===== config.mk =====
export PLATFORM = sky130hd
export DESIGN_NAME = mac_accum_writeback
export DESIGN_NICKNAME = d
export VERILOG_FILES = /design/src/rtl/mac_accum_writeback.sv
export SDC_FILE = /design/constraint.sdc
export NUM_CORES = 1
export LEC_CHECK = 0
export BUFFER_PORTS_ARGS = -buffer_cell sky130_fd_sc_hd__buf_2
export CAP_MARGIN = 20
export CORE_UTILIZATION = 35
export CTS_CLUSTER_SIZE = 28
export DETAILED_ROUTE_END_ITERATION = 7
export GPL_ROUTABILITY_DRIVEN = 0
export SLEW_MARGIN = 40
export SYNTH_ARGS = -nofsm -noshare
export SYNTH_HDL_FRONTEND = slang
export SYNTH_SLANG_ARGS = --single-unit

===== constraint.sdc =====
create_clock -name clk -period 7.2 [get_ports clk]
set_clock_uncertainty 0.2 [all_clocks]
set_input_delay 0 -clock clk [delete_from_list [all_inputs] [get_ports clk]]
set_output_delay 0 -clock clk [all_outputs]
set_load 0.005 [all_outputs]

===== src/rtl/mac_accum_writeback.sv =====
// Accumulates K consecutive products into each C(M x N) element and writes it to result memory.
// Optional build macro MAC_ACCUM_ELEM_COUNT_EN adds the elem_count output (writes since last start).
//
// state | meaning
// IDLE  | waiting for start; any product_valid here is a protocol error
// ACCUM | consuming products, one result write per K accepted products
// DONE  | one-cycle completion pulse (coincides with the final write), then IDLE
module mac_accum_writeback #(
   parameter int M                        = 2,
   parameter int K                        = 2,
   parameter int N                        = 2,
   parameter int DATA_WIDTH_INIT_MATRIX   = 32,
   parameter int DATA_WIDTH_RESULT_MATRIX = DATA_WIDTH_INIT_MATRIX*2 + $clog2(K)
) (
   input  logic                                clk,
   input  logic                                resetn,
   input  logic                                start,
   input  logic [2*DATA_WIDTH_INIT_MATRIX-1:0] product_in,
   input  logic                                product_valid,
   output logic [$clog2(M)-1:0]                c_row_addr,
   output logic [$clog2(N)-1:0]                c_col_addr,
   output logic [DATA_WIDTH_RESULT_MATRIX-1:0] c_wr_data,
   output logic                                c_we,
   output logic                                busy,
   output logic                                done,
`ifdef MAC_ACCUM_ELEM_COUNT_EN
   output logic [$clog2(M*N+1)-1:0]            elem_count,
`endif
   output logic                                err_protocol
);

   localparam int RW  = DATA_WIDTH_RESULT_MATRIX;
   localparam int KW  = $clog2(K);
   localparam int RAW = $clog2(M);
   localparam int CAW = $clog2(N);

   localparam logic [KW-1:0]  K_LAST   = KW'(K-1);
   localparam logic [RAW-1:0] ROW_LAST = RAW'(M-1);
   localparam logic [CAW-1:0] COL_LAST = CAW'(N-1);

   typedef enum logic [1:0] {
      IDLE  = 2'd0,
      ACCUM = 2'd1,
      DONE  = 2'd2
   } state_t;

   state_t           r_state;
   state_t           w_state_nxt;
   logic             w_start_acc;

   logic [RW-1:0]    r_acc;
   logic [KW-1:0]    r_k_cnt;
   logic [RAW-1:0]   r_row_cnt;
   logic [CAW-1:0]   r_col_cnt;

   logic [RAW-1:0]   r_c_row_addr;
   logic [CAW-1:0]   r_c_col_addr;
   logic [RW-1:0]    r_c_wr_data;
   logic             r_c_we;
   logic             r_err_protocol;

   logic             w_take;
   logic             w_k_last;
   logic             w_elem_done;
   logic             w_last_elem;
   logic [RW-1:0]    w_sum;

   assign w_take      = (r_state == ACCUM) && product_valid;
   assign w_k_last    = (r_k_cnt == K_LAST);
   assign w_elem_done = w_take && w_k_last;
   assign w_last_elem = w_elem_done && (r_row_cnt == ROW_LAST) && (r_col_cnt == COL_LAST);
   assign w_sum       = r_acc + RW'(product_in);

   always_ff @(posedge clk or negedge resetn) begin
      if (!resetn) begin
         r_state <= IDLE;
      end else begin
         r_state <= w_state_nxt;
      end
   end

   always_comb begin
      w_state_nxt = r_state;
      w_start_acc = 1'b0;
      case (r_state)
         IDLE: begin
            if (start) begin
               w_state_nxt = ACCUM;
               w_start_acc = 1'b1;
            end
         end
         ACCUM: begin
            if (w_last_elem) begin
               w_state_nxt = DONE;
            end
         end
         DONE: begin
            w_state_nxt = IDLE;
         end
         default: begin
            w_state_nxt = IDLE;
         end
      endcase
   end

   // Element accumulation and write-back; write fields hold between completions.
   always_ff @(posedge clk or negedge resetn) begin
      if (!resetn) begin
         r_acc        <= '0;
         r_k_cnt      <= '0;
         r_row_cnt    <= '0;
         r_col_cnt    <= '0;
         r_c_row_addr <= '0;
         r_c_col_addr <= '0;
         r_c_wr_data  <= '0;
         r_c_we       <= 1'b0;
      end else begin
         r_c_we <= w_elem_done;
         if (w_start_acc) begin
            r_acc     <= '0;
            r_k_cnt   <= '0;
            r_row_cnt <= '0;
            r_col_cnt <= '0;
         end else if (w_take) begin
            if (w_k_last) begin
               r_c_wr_data  <= w_sum;
               r_c_row_addr <= r_row_cnt;
               r_c_col_addr <= r_col_cnt;
               r_acc        <= '0;
               r_k_cnt      <= '0;
               if (r_col_cnt == COL_LAST) begin
                  r_col_cnt <= '0;
                  r_row_cnt <= (r_row_cnt == ROW_LAST) ? '0 : r_row_cnt + 1'b1;
               end else begin
                  r_col_cnt <= r_col_cnt + 1'b1;
               end
            end else begin
               r_acc   <= w_sum;
               r_k_cnt <= r_k_cnt + 1'b1;
            end
         end
      end
   end

   // A product outside ACCUM is flagged even in the cycle that start clears the flag.
   always_ff @(posedge clk or negedge resetn) begin
      if (!resetn) begin
         r_err_protocol <= 1'b0;
      end else if (product_valid && (r_state != ACCUM)) begin
         r_err_protocol <= 1'b1;
      end else if (w_start_acc) begin
         r_err_protocol <= 1'b0;
      end
   end

`ifdef MAC_ACCUM_ELEM_COUNT_EN
   logic [$clog2(M*N+1)-1:0] r_elem_count;

   always_ff @(posedge clk or negedge resetn) begin
      if (!resetn) begin
         r_elem_count <= '0;
      end else if (w_start_acc) begin
         r_elem_count <= '0;
      end else if (w_elem_done) begin
         r_elem_count <= r_elem_count + 1'b1;
      end
   end

   assign elem_count = r_elem_count;
`endif

   assign c_row_addr   = r_c_row_addr;
   assign c_col_addr   = r_c_col_addr;
   assign c_wr_data    = r_c_wr_data;
   assign c_we         = r_c_we;
   assign busy         = (r_state == ACCUM);
   assign done         = (r_state == DONE);
   assign err_protocol = r_err_protocol;

endmodule


==> results of run 1 <==
==> layer usage <==
metal / vias to the layer above / share of wire / track usage
met5: - / 0 / 0
met4: 0 / 0.016 / 0.0585
met3: 27 / 0.050 / 0.0338
met2: 233 / 0.45 / 0.317
met1: 3962 / 0.48 / 0.284
li1: 4129 / - / -
==> cell type report <==
cell class              count  area share
clock inverters            15      0.0191
inverters                  20     0.00678
multi-input cells         860       0.487
flip-flops and latches    139       0.314
repair buffers            175      0.0974
well taps                 330      0.0373
clock buffers              17      0.0384
==> cell families after synthesis <==
group | count (synthesis)
buf+inv | 74
mux | 3
fa+ha+maj | 65
flops | 139
compound gates | 379
simple gates | 357
xor+xnor | 56
==> worst max path at each step <==
stage | start | to | depth (start not counted)
finish | r_acc[8]$_DFFE_PN0P_ | c_wr_data[62]$_DFFE_PN0P_ | 10
floorplan | r_acc[4]$_DFFE_PN0P_ | c_wr_data[61]$_DFFE_PN0P_ | 10
global route | r_acc[8]$_DFFE_PN0P_ | c_wr_data[62]$_DFFE_PN0P_ | 10
detailed placement | r_acc[8]$_DFFE_PN0P_ | c_wr_data[62]$_DFFE_PN0P_ | 10
CTS | r_acc[8]$_DFFE_PN0P_ | c_wr_data[62]$_DFFE_PN0P_ | 10
global placement | r_acc[7]$_DFFE_PN0P_ | r_acc[55]$_DFFE_PN0P_ | 10
==> worst max-delay path: stages (launching register included) <==
cell and delay [ps]:
dfrtp_1 390, ha_1 360, and3_1 250, a22o_1 240
a311oi_1 410, o211ai_1 220, a41oi_1 440, o41a_1 380
o21ai_1 140, xnor2_1 190, o21ai_0 110
==> report_power, final <==
part	total [mW]	internal, mW	leakage, nW	switching, mW
registers	1.31	1.13	1.76	0.186
clock network	0.976	0.587	0.303	0.389
logic	2.56	1.00	3.22	1.56
total	4.85	2.72	5.28	2.14
==> cells in the mapped netlist (9+ instances only) <==
cell type  number
nand3_1        20
xor2_1         25
clkbuf_1       36
a21oi_1        73
a31oi_1         9
o21ai_1        10
a21o_1         44
inv_1          20
o211ai_1        9
o21a_1         12
buf_2           9
ha_1           64
dfrtp_1       139
o21ai_0       139
nor3_1         15
xnor2_1        31
o21bai_1       16
nor2_1         57
nand2_1       197
nand4_1        19
==> cells in the final DEF, fill, tap and decap left out, types with 7 or more instances in the layout <==
| cell | n |
|---|---|
| nand2_1 | 197 |
| o21ai_0 | 139 |
| dfrtp_1 | 139 |
| buf_2 | 137 |
| a21oi_1 | 73 |
| ha_1 | 64 |
| nor2_1 | 57 |
| a21o_1 | 43 |
| dlygate4sd3_1 | 32 |
| xnor2_1 | 31 |
| xor2_1 | 25 |
| inv_1 | 20 |
| nand3_1 | 20 |
| nand4_1 | 19 |
| clkbuf_16 | 17 |
| o21bai_1 | 16 |
| nor3_1 | 15 |
| o21a_1 | 12 |
| o21ai_1 | 10 |
| o211ai_1 | 9 |
| a31oi_1 | 9 |
| nor2b_1 | 7 |
| nand2b_1 | 7 |
| a211oi_1 | 7 |
==> repair_timing <==
item,4_1_cts,5_1_grt
hold endpoints to repair,119,0
endpoints found under the setup margin,0,0
hold buffers,33,0
==> impl_metrics.csv, run 1 <==
group,metric,value,unit
status,status,"finished, final reports clean",
clock_tree,cts_setup_buffers,0,
floorplanning,die_w,164,µm
clock_tree,cts.sinks,139,
finish,syn_to_final_growth,20.3,%
synth,muxShareOfSynthArea,0.00340,
synth,yosysTopAreaCell,"dfrtp_1",
setup_path,worstPathRequired,7280,ps
global_route,grt_remaining_overflow,0,
synth,async_flop_share,1.00,
setup_path,r2r-start,"r_acc[8]$_DFFE_PN0P_",
setup_path,endpoint_kind,"flop",
placed_design,placed_cells,1491,
placed_design,hpwl,19700,µm
hold_path,hold_path_end,"c_wr_data[54]$_DFFE_PN0P_",
clock_tree,htree_levels,4,
sta,grt_setup_unrepaired,"false",
synth,syn_area,9210,µm²
synth,ys_ff_latch,139,
floorplanning,die_area,27000,µm²
global_route,grt_max_degree,72,
hold_path,hold_path_class,"in2reg",
sta,worst_pin_slew,783,ps
setup_path,rr_worst_depth,10,
placed_design,place_area,10100,µm²
finish,drive_gt1_frac,0.169,
clock_tree,clock_latency,430,ps
sta,fmax,0.287,GHz
floorplanning,die_y,164,µm
global_route,antenna_found_initial,0,
setup_path,worstSetupStartpointType,"flop",
power,ir_drop,0.177,mV
synth,synth_xor_area_frac,0.0533,
finish,antennaDiodeCount,0,
synth,synth_compound_area_frac,0.266,
setup_path,crit_arrival,3560,ps
synth,synth_adder_area_share,0.0892,
finish,n_fill_cell,2559,
setup_path,timing.rr.end,"c_wr_data[62]$_DFFE_PN0P_",
sta,timing.final.crit_share,0.483,
floorplanning,fp.coreArea,25500,µm²
finish,finish.instance_area,11100,µm²
synth,synth_enable_flop_cells,0,
routing,routed_wl,26500,µm
global_route,grt_pass1_vias,8113,
synth,post_synth.cell_area_avg,8.58,µm²
finish,fin_nets,1346,
routing,drtIter0Drc,574,
setup_path,reg2reg_slack,3720,ps
synth,synth_top_area_frac,0.378,
clock_tree,tritoncts,"yes",
clock_tree,cts_inserted_buffers,17,
power,leakagePower,5.28,nW
routing,wl_per_cell,17.0,µm
run,cap_violations,0,
synth,synth_top_family_by_area,"compound AO/OA/AOI/OAI gates",
sta,setup_ws,3720,ps
placed_design,numPortBuffers,138,
floorplanning,start_util,0.361,
sta,final_hold_viol_count,0,
routing,firstDrtPassIters,5,
floorplanning,rows,58,
setup_path,path_class,"reg2reg",
finish,seq_area,3480,µm²
finish,multi_input_area,5390,µm²
synth,netlist_instances,1073,
routing,vias,8351,
sta,tns,0,ps
routing,ant_nets,0,
floorplanning,num_io_pins,139,
synth,synth.distinct_cells,76,
power,total_power,4.85,mW
power,powerDensity,438,nW/µm²
hold_path,holdPathStages,4,
synth,synth_seq_area_share,0.378,
sta,fin_hold_ws,17.2,ps
routing,drc_errors,0,
sta,period_needed,3480,ps
hold_path,hp-start,"product_in[54]",
placed_design,preCtsSetupSlack,3790,ps
routing,vias_per_cell,5.37,
clock_tree,clk_pin_slew,70,ps
setup_path,cp_max_fo,6,
global_route,grt_use_total,0.202,
finish,stdcell_count,1556,
synth,yosys.area_share.simple,0.172,
synth,synthTopCellsByArea,"dfrtp_1 38%, ha_1 8.7%, nand2_1 8.0%",
clock_tree,clockBufferDepth,2,
sta,slew_viol_final,0,
clock_tree,ctsResizeCount,0,
sta,relSlewSlack,0.476,
synth,synth_fp_nets,1206,
clock_tree,root_buffer,"clkbuf_16",
synth,synth-main-ff-cell,"dfrtp_1",
sta,setup_viol,0,
synth,yosys_warnings,0,
finish,utilization,0.435,
global_route,grt_pass1_wl,42600,µm
Power figures use the tool's default switching activity.
==> run 2, diff against run 1 <==
==> constraint.sdc (replaced) <==
create_clock -name clk -period 3.2 [get_ports clk]
set_clock_uncertainty 0.2 [all_clocks]
set_input_delay 0 -clock clk [delete_from_list [all_inputs] [get_ports clk]]
set_output_delay 0 -clock clk [all_outputs]
set_load 0.005 [all_outputs]
==> run 2 against run 1 <==
Net effect:
- the run now ends with hold timing left
- critical path depth stayed put
- largest cell class unchanged
- critical path type unchanged
- combinational power grew to 2.5 times the previous value
- core utilization is 3.4 points higher
==> impl_metrics.csv, run 2 (same netlist as run 1, synthesis figures left out) <==
group,metric,value,unit
power,ir_drop,0.480,mV
sta,final_hold_viol_count,3,
sta,period_needed,3170,ps
routing,wl_per_cell,16.8,µm
finish,fin_nets,1411,
status,violations,"hold timing",
placed_design,hpwl,20600,µm
floorplanning,start_util,0.361,
routing,drc_errors,0,
global_route,use_met3,0.0336,
finish,stdcell_count,1621,
clock_tree,cts.sinks,139,
routing,ant_nets,0,
power,total_power,11.8,mW
floorplanning,die_y,164,µm
setup_path,crit_arrival,3260,ps
sta,slew_viol_final,0,
setup_path,worstSetupStartpointType,"flop",
setup_path,endpoint_kind,"flop",
status,status,"finished with violations",
sta,fin_hold_ws,-24.4,ps
global_route,grt_pass1_vias,8316,
placed_design,numPortBuffers,138,
clock_tree,cts_inserted_buffers,17,
finish,final_common_cell,"nand2_1",
finish,drive_gt1_frac,0.244,
floorplanning,fp.coreArea,25500,µm²
finish,antennaDiodeCount,0,
floorplanning,die_area,27000,µm²
sta,worst_pin_slew,852,ps
global_route,grt_pass1_wl,43200,µm
global_route,grt_use_total,0.205,
power,powerDensity,985,nW/µm²
clock_tree,root_buffer,"clkbuf_16",
setup_path,worstPathRequired,3290,ps
global_route,met1_usage,0.282,
global_route,antenna_found_initial,0,
setup_path,slowest_delay,500,ps
finish,n_fill_cell,2486,
clock_tree,htree_levels,4,
global_route,grt_remaining_overflow,0,
clock_tree,clockBufferDepth,2,
clock_tree,clock_latency,440,ps
finish,final_cell_mix,"197 x nand2_1, 139 x dfrtp_1, 137 x buf_2, 131 x o21ai_0, 70 x a21oi_1",
placed_design,place_area,10600,µm²
sta,setup_viol,0,
finish,syn_to_final_growth,29.6,%
routing,vias_per_cell,5.29,
global_route,grt_util_met2,0.327,
sta,fmax,0.315,GHz
placed_design,placed_cells,1550,
floorplanning,num_io_pins,139,
setup_path,path_class,"reg2reg",
clock_tree,tritoncts,"yes",
routing,firstDrtPassIters,5,
global_route,top_usage_layer,"met2",
sta,grt_setup_unrepaired,"true",
run,cap_violations,0,
setup_path,cp_max_fo,4,
sta,relSlewSlack,0.425,
power,leakagePower,5.63,nW
floorplanning,die_w,164,µm
clock_tree,clk_pin_slew,60,ps
routing,routed_wl,27300,µm
global_route,grt_max_degree,76,
routing,drtIter0Drc,705,
finish,finish.instance_area,11900,µm²
hold_path,hold_path_class,"in2reg",
setup_path,critical_path.cell_chain,"ha_4, and2_4, a221oi_4, a21oi_4, or4b_4, and3_4, or3_4, a221oi_2, xor2_1, o21ai_1",
sta,timing.final.crit_share,0.991,
routing,vias,8582,
floorplanning,rows,58,
setup_path,slowest_stage,"or4b_4",
## run 2: changes by cell type in the layout (fill, tap and decap cells not counted), sizes merged
cell / previous run / this run
inv: 25 / 21
buf: 143 / 209
clkinvlp: 3 / 2
dlygate4sd3: 32 / 31
bufinv: 4 / 6
clkinv: 3 / 6
## run 2: timing repair
action	CTS	global route
setup buffers	0	7
hold endpoints to repair	183	20
pin swaps	5	20
gates resized for setup	7	49
endpoints found under the setup margin	21	48
hold buffers	30	1
## run 2: worst max-delay path, delay by kind of cell (launching register included)
kind | cells | cell delay [ps]
AO/OA/AOI/OAI | 4 | 740
XOR/XNOR | 1 | 220
adder cells (fa/ha/maj) | 1 | 240
flip-flops | 1 | 410
AND/OR/NAND/NOR | 4 | 1220
## run 2: layout make-up
class | instances | area (µm²) | area share
clock buffer | 17 | 425 | 0.0357
clock inverter | 15 | 245 | 0.0206
inverter | 20 | 75.1 | 0.00629
multi-input combinational | 860 | 5710 | 0.479
sequential | 139 | 3480 | 0.292
tap | 330 | 413 | 0.0346
timing repair buffer | 240 | 1590 | 0.133
## run 2: routing by layer
metal / share of wire / up-vias
li1: - / 4257
met1: 0.48 / 4056
met2: 0.46 / 233
met3: 0.044 / 36
met4: 0.022 / 0
met5: 0 / -
## run 2: final timing paths
| check | end | cells after the start | from | slack [ps] |
|---|---|---|---|---|
| max reg2reg | r_acc[61]$_DFFE_PN0P_ | 10 | r_acc[3]$_DFFE_PN0P_ | 30 |
| max | r_acc[61]$_DFFE_PN0P_ | 10 | r_acc[3]$_DFFE_PN0P_ | 30 |
| min reg2reg | c_wr_data[4]$_DFFE_PN0P_ | 2 | c_wr_data[4]$_DFFE_PN0P_ | 270 |
| min in group asynchronous | r_state[0]$_DFFE_PN0P_ | 3 | resetn | 330 |
| min | r_acc[22]$_DFFE_PN0P_ | 4 | product_in[22] | -20 |
| max in group asynchronous | c_wr_data[31]$_DFFE_PN0P_ | 5 | resetn | 1590 |
## run 2: per-stage QoR
| step | setup WS (ps) | hold WS (ps) | util | setup TNS (ps) |
|---|---|---|---|---|
| 2_1_floorplan | 167 | -496 | - | 0 |
| 3_3_place_gp | 4.27 | -104 | 0.414 | 0 |
| 3_5_place_dp | -69.5 | -104 | 0.414 | -507 |
| 4_1_cts | 5.54 | 2.93 | 0.455 | 0 |
| 5_1_grt | -88.4 | 8.70 | 0.468 | -479 |
| 6_report | 28.5 | -24.4 | 0.468 | 0 |
## run 2: power by group
part / internal (mW) / leakage, nW / switching (mW)
clock network: 1.46 / 0.323 / 0.839
logic: 2.74 / 3.55 / 3.72
registers: 2.54 / 1.76 / 0.447
total: 6.74 / 5.63 / 5.01
